$ cat src/rtl/cpt_rr_sched_if.sv
// Client/counter-side bundle of the round-robin scheduler.
// master: the scheduler (drives grant and counter controls, samples req).
// slave : the client side (drives req, observes grant and counter state).
interface cpt_rr_sched_if #(
  parameter int N = 4,
  parameter int W = 3
);
  localparam int PW = (N > 1) ? $clog2(N) : 1;

  logic [N-1:0]  req;
  logic [N-1:0]  gnt;
  logic [PW-1:0] owner;
  logic          cpt_activate;
  logic          cpt_clear;
  logic [W-1:0]  cpt;
  logic          slice_done;

  modport master (
    input  req,
    output gnt,
    output owner,
    output cpt_activate,
    output cpt_clear,
    output cpt,
    output slice_done
  );

  modport slave (
    output req,
    input  gnt,
    input  owner,
    input  cpt_activate,
    input  cpt_clear,
    input  cpt,
    input  slice_done
  );
endinterface

$ cat src/rtl/cpt_rr_sched.sv
// Round-robin scheduler time-slicing one shared W-bit counter among N clients.
// A grant lasts SLICE cycles unless the owner drops its request first; every
// grant is followed by a one-cycle SWITCH gap in which the shared counter is
// cleared. All outputs are registered.
//
// state  | meaning
// -------+---------------------------------------------------------------
// IDLE   | nobody owns the counter; arbitrate every edge
// GRANT  | one client owns the counter; cpt counts the slice
// SWITCH | one-cycle gap after a grant ends; counter held clear, then arbitrate
module cpt_rr_sched #(
  parameter int N     = 4,
  parameter int W     = 3,
  parameter int SLICE = 5
) (
  input logic             clk,
  input logic             reset,
  cpt_rr_sched_if.master  bus
);

  localparam int PW  = (N > 1) ? $clog2(N) : 1;
  localparam int PW1 = PW + 1;
  localparam logic [PW-1:0] OWNER_LAST = PW'(N - 1);
  localparam logic [PW:0]   N_EXT      = PW1'(N);
  localparam logic [W-1:0]  CPT_LAST   = W'(SLICE - 1);

  typedef enum logic [1:0] {
    IDLE   = 2'd0,
    GRANT  = 2'd1,
    SWITCH = 2'd2
  } state_t;

  state_t        state_q, state_d;
  logic [N-1:0]  gnt_q, gnt_d;
  logic [PW-1:0] owner_q, owner_d;
  logic [PW-1:0] ptr_q, ptr_d;
  logic [W-1:0]  cpt_q, cpt_d;
  logic          slice_done_q, slice_done_d;
  logic          cpt_activate_q, cpt_activate_d;
  logic          cpt_clear_q, cpt_clear_d;

  logic [N-1:0]  arb_rot;
  logic          arb_found;
  logic [PW-1:0] arb_off;
  logic [PW:0]   arb_sum;
  logic [PW-1:0] arb_idx;
  logic [N-1:0]  arb_gnt;
  logic          owner_live;
  logic [PW-1:0] ptr_after_owner;

  // Rotate req so bit 0 is the pointer position; the lowest set bit wins.
  always_comb begin
    arb_rot   = N'({bus.req, bus.req} >> ptr_q);
    arb_found = |arb_rot;
    arb_off   = '0;
    for (int j = N - 1; j >= 0; j--) begin
      if (arb_rot[j]) arb_off = PW'(j);
    end
    arb_sum = {1'b0, ptr_q} + {1'b0, arb_off};
    if (arb_sum >= N_EXT) arb_sum = arb_sum - N_EXT;
    arb_idx = arb_sum[PW-1:0];
    arb_gnt = {{(N-1){1'b0}}, 1'b1} << arb_idx;
  end

  // Owner still requesting, and the pointer value to use once its grant ends.
  always_comb begin
    owner_live      = |(gnt_q & bus.req);
    ptr_after_owner = (owner_q == OWNER_LAST) ? '0 : owner_q + PW'(1);
  end

  // Next-state and registered-output computation.
  always_comb begin
    state_d      = state_q;
    gnt_d        = gnt_q;
    owner_d      = owner_q;
    ptr_d        = ptr_q;
    cpt_d        = cpt_q;
    slice_done_d = 1'b0;

    unique case (state_q)
      IDLE, SWITCH: begin
        cpt_d = '0;
        if (arb_found) begin
          state_d = GRANT;
          gnt_d   = arb_gnt;
          owner_d = arb_idx;
        end else begin
          state_d = IDLE;
          gnt_d   = '0;
          owner_d = '0;
        end
      end
      GRANT: begin
        if (!owner_live || (cpt_q == CPT_LAST)) begin
          // Release wins over expiry, so slice_done only flags a true timeout.
          state_d      = SWITCH;
          gnt_d        = '0;
          owner_d      = '0;
          cpt_d        = '0;
          ptr_d        = ptr_after_owner;
          slice_done_d = owner_live;
        end else begin
          cpt_d = cpt_q + W'(1);
        end
      end
      default: begin
        state_d = IDLE;
        gnt_d   = '0;
        owner_d = '0;
        cpt_d   = '0;
      end
    endcase

    cpt_activate_d = |gnt_d;
    cpt_clear_d    = ~|gnt_d;
  end

  // State and output registers with synchronous reset.
  always_ff @(posedge clk) begin
    if (reset) begin
      state_q        <= IDLE;
      gnt_q          <= '0;
      owner_q        <= '0;
      ptr_q          <= '0;
      cpt_q          <= '0;
      slice_done_q   <= 1'b0;
      cpt_activate_q <= 1'b0;
      cpt_clear_q    <= 1'b1;
    end else begin
      state_q        <= state_d;
      gnt_q          <= gnt_d;
      owner_q        <= owner_d;
      ptr_q          <= ptr_d;
      cpt_q          <= cpt_d;
      slice_done_q   <= slice_done_d;
      cpt_activate_q <= cpt_activate_d;
      cpt_clear_q    <= cpt_clear_d;
    end
  end

  assign bus.gnt          = gnt_q;
  assign bus.owner        = owner_q;
  assign bus.cpt          = cpt_q;
  assign bus.slice_done   = slice_done_q;
  assign bus.cpt_activate = cpt_activate_q;
  assign bus.cpt_clear    = cpt_clear_q;

endmodule

$ cat src/flat_wrapper.sv
// flat-port wrapper written by rule: the top's interface ports become plain ports
module cpt_rr_sched_flat 
#(
  parameter int N     = 4,
  parameter int W     = 3,
  parameter int SLICE = 5
)
  (clk, reset, bus_req, bus_gnt, bus_owner, bus_cpt_activate, bus_cpt_clear, bus_cpt, bus_slice_done);
  cpt_rr_sched_if #(.N(N), .W(W)) bus_i ();
  input logic clk;
  input logic reset;
  input wire logic [$bits(bus_i.req)-1:0] bus_req;
  output wire logic [$bits(bus_i.gnt)-1:0] bus_gnt;
  output wire logic [$bits(bus_i.owner)-1:0] bus_owner;
  output wire logic [$bits(bus_i.cpt_activate)-1:0] bus_cpt_activate;
  output wire logic [$bits(bus_i.cpt_clear)-1:0] bus_cpt_clear;
  output wire logic [$bits(bus_i.cpt)-1:0] bus_cpt;
  output wire logic [$bits(bus_i.slice_done)-1:0] bus_slice_done;
  assign bus_i.req = bus_req;
  assign bus_gnt = bus_i.gnt;
  assign bus_owner = bus_i.owner;
  assign bus_cpt_activate = bus_i.cpt_activate;
  assign bus_cpt_clear = bus_i.cpt_clear;
  assign bus_cpt = bus_i.cpt;
  assign bus_slice_done = bus_i.slice_done;
  cpt_rr_sched #(.N(N), .W(W), .SLICE(SLICE)) u_core (.clk(clk), .reset(reset), .bus(bus_i));
endmodule
$ cat config.mk
export PLATFORM = sky130hd
export DESIGN_NAME = cpt_rr_sched_flat
export DESIGN_NICKNAME = d
export VERILOG_FILES = /design/src/rtl/cpt_rr_sched_if.sv /design/src/rtl/cpt_rr_sched.sv /design/src/flat_wrapper.sv
export SDC_FILE = /design/constraint.sdc
export NUM_CORES = 1
export LEC_CHECK = 0
export ABC_AREA = 1
export BUFFER_PORTS_ARGS = -buffer_cell sky130_fd_sc_hd__buf_2
export CORE_MARGIN = 8
export CORE_UTILIZATION = 46
export DETAILED_ROUTE_END_ITERATION = 16
export PLACE_DENSITY = 0.73
export SLEW_MARGIN = 10
export SYNTH_ARGS = -nofsm -noshare
export SYNTH_HDL_FRONTEND = slang
export SYNTH_SLANG_ARGS = --single-unit
export TNS_END_PERCENT = 5
$ cat constraint.sdc
create_clock -name clk -period 1.85 [get_ports clk]
set_input_delay 0.555 -clock clk [delete_from_list [all_inputs] [get_ports clk]]
set_output_delay 0.555 -clock clk [all_outputs]
set_load 0.03 [all_outputs]
==> results.py <==
metrics = {
    "placed_design": {
        "place.gp.congestion": 0.8271,
        "dp_hpwl_um": 1456,
        "io_buffers": 17,
        "place_area_sq_um": 979.7,
    },
    "sta": {
        "finalHoldViolations": 0,
        "finalSetupTns_ns": 0,
        "slew_viol_final": 0,
        "tightestPinTransition_ns": 0.2238,
        "min_period_ns": 1.795,
        "setup_viol_count_final": 0,
        "fmax_mhz": 557.0,
        "skew_ns": 0.004425,
        "finalCritPeriodShare_pct": 97.05,
        "slew_headroom_pct": 85.04,
    },
    "floorplanning": {
        "ios": 18,
        "die_height_um": 57.59,
        "die-width_um": 57.59,
        "rows": 15,
        "core_area_sq_um": 1670,
        "dieArea_sq_um": 3317,
        "initial_core_util_pct": 47.64,
    },
    "logic_synthesis": {
        "synth_fp_nets": 122,
        "yosys.area_share.adder_pct": 6.289,
        "yosysSeqAreaShare_pct": 40.25,
        "synth_top_family_by_area": "simple AND/OR/NAND/NOR gates",
        "synth-compound-area-share_pct": 7.075,
        "synth_warnings": 0,
        "post_synth_mux_area_share_pct": 0,
        "avgSynthCellArea_sq_um": 7.105,
        "ys_ff_latch": 16,
        "syn_inst": 112,
        "yosys.area_share.xor_xnor_pct": 2.201,
        "netlist_area_sq_um": 795.8,
        "synth_cell_types": 19,
        "yosys.area_share.simple_pct": 36.16,
    },
    "drt": {
        "dr_wl_met3_um": 107,
        "drc": 0,
        "first_iter_violations": 22,
        "vias_per_cell": 5.013,
        "dr.max_layer_used": "met4",
        "first_pass_iters": 4,
        "finalWirelength_um": 1854,
        "wl_met2_um": 926,
        "routedWlPerCell_um": 11.73,
        "drtAntennaViolNets": 0,
        "met1_length_um": 812,
        "vias": 792,
    },
    "cts": {
        "cts_buffers": 3,
        "cts_buffer_depth": 2,
        "cts_setup_buffers": 0,
        "root_buffer": "clkbuf_4",
        "clk_pin_slew_ns": 0.08,
        "h-tree-depth": 1,
        "tritoncts": "built",
        "clk-insertion-delay-late_ns": 0.27,
        "hold_buffers": 0,
        "clock-sinks": 16,
    },
    "status": {
        "outcome": "finished, final reports clean",
    },
    "global_routing": {
        "grt_start_max_net_pins": 9,
        "grt_pass1_vias": 662,
        "antenna_found_initial": 0,
        "overflow": 0,
        "grt_pass1_wl_um": 2815,
        "grt_usage_pct": 10.56,
    },
    "worst_setup_path": {
        "cp_max_fo": 5,
        "critPathKind": "in2reg",
        "reg2reg_slack_ns": 0.07,
        "crit_path_end_kind": "flip-flop",
        "arrival_ns": 2.02,
        "crit_start": "bus_req[3]",
        "r2r-start": "u_core.ptr_q[0]$_SDFFE_PP0P_",
        "setup.worst_path.start_class": "input port",
        "r2r_cells": 14,
        "worstPathRequired_ns": 2.07,
    },
    "power_and_ir_drop": {
        "ir_worst_vdd_mv": 0.7603,
        "p_total_uw": 1508,
        "p_per_area_nw_per_um2": 1430,
        "leakage_uw": 0.0005322,
    },
    "layout": {
        "final_cell_area_sq_um": 1055,
        "drive_gt1_share_pct": 39.72,
        "num_antenna_cells": 0,
        "ff_latch_area_sq_um": 325.3,
        "multi_input_area_sq_um": 466.7,
        "fillers": 153,
        "nets": 153,
        "area_growth_pct": 32.55,
    },
    "hold_path": {
        "worstHoldPathCells": 2,
        "hold_start": "u_core.bus.owner[1]$_SDFFE_PP0P_",
        "min_path_type": "reg2reg",
    },
    "job": {
        "cap_violations": 0,
    },
}
[cell usage in the layout (no fill, tap or decap), drive strengths merged]
cell type / n
dfxtp: 16
nand3: 13
nand2: 32
a21boi: 1
o21ai: 5
clkbuf: 3
xnor2: 1
nor2: 17
inv: 17
xor2: 1
ha: 4
nand4: 1
a21oi: 4
buf: 26
[metal layers]
| layer | GRT usage (%) | vias to the layer above |
|---|---|---|
| met5 | 0 | - |
| met4 | 3.214 | 0 |
| met3 | 3.363 | 2 |
| met2 | 17.52 | 24 |
| met1 | 12.52 | 356 |
| li1 | - | 410 |
[worst max-delay path, stage by stage]
cell,delay (ns)
buf_2,0.12
nand2_1,0.10
nand3_2,0.09
nand2_2,0.09
nand3_2,0.07
a21boi_2,0.14
ha_2,0.21
xor2_2,0.17
inv_1,0.08
nand3_2,0.09
nand2_4,0.08
nor2_1,0.10
nor2_1,0.05
nor2_1,0.07
[sequential cells by signal, summed over array words and instances, names as in the netlist]
register and flops:
u_core.ptr_q 2, u_core.bus.owner 2, u_core.bus.cpt 3, u_core.state_q 2
u_core.bus.cpt_activate 1, u_core.bus.slice_done 1, u_core.bus.cpt_clear 1, u_core.bus.gnt 4
[Yosys cell counts]
cell type,instances,area (sq um)
inv_2,3,11.26
inv_1,14,52.55
nand2_2,6,37.54
nand2_4,1,11.26
dfxtp_1,16,320.3
nand4_1,1,6.260
a21oi_1,4,20.02
ha_1,4,50.05
a21boi_0,1,7.510
o21ai_1,2,10.01
nor2_2,1,6.260
nor2_4,1,11.26
o21ai_0,2,10.01
xor2_1,1,8.760
o21ai_2,1,8.760
nand3_1,13,65.06
nand2_1,25,93.84
xnor2_1,1,8.760
nor2_1,15,56.30
[final cells by class]
class	instances	area share, %
Multi-Input combinational cell	79	44.25
Tap cell	17	2.017
Clock buffer	3	2.135
Inverter	17	6.287
Timing Repair Buffer	26	14.47
Sequential cell	16	30.84
[worst paths after layout]
kind                                       to
max              u_core.bus.gnt[1]$_SDFF_PP0_
min reg2reg  u_core.bus.owner[1]$_SDFFE_PP0P_
max reg2reg      u_core.bus.gnt[1]$_SDFF_PP0_
min          u_core.bus.owner[1]$_SDFFE_PP0P_
[cell families after synthesis]
logic type,Yosys count
compound gates,10
xor+xnor,2
fa+ha+maj,4
buf+inv,17
flops,16
simple gates,63
[what timing repair did]
item	in CTS	in global routing
endpoints found under the setup margin	5	5
resized for setup	1	14
pin swaps	0	5
[per-stage QoR]
step,utilization [%],hold WS [ns],worst slack [ns],cells
6_report,63.15,0.4845,0.05464,158
5_1_grt,63.15,0.5033,-0.03013,158
4_1_cts,60.07,0.4920,0.006717,158
3_5_place_dp,58.65,0.4768,-0.2238,155
3_3_place_gp,58.65,0.4472,-0.1706,155
2_1_floorplan,-,0.5239,0.02620,112
[power by group]
part	total [uW]	switching [uW]	leakage (uW)	internal, uW
sequential	503	71.3	0.000132	432
clock	171	95.3	0.0000138	75.3
combinational	834	526	0.000386	308
Note: power is estimated with default switching activity, not from simulation.
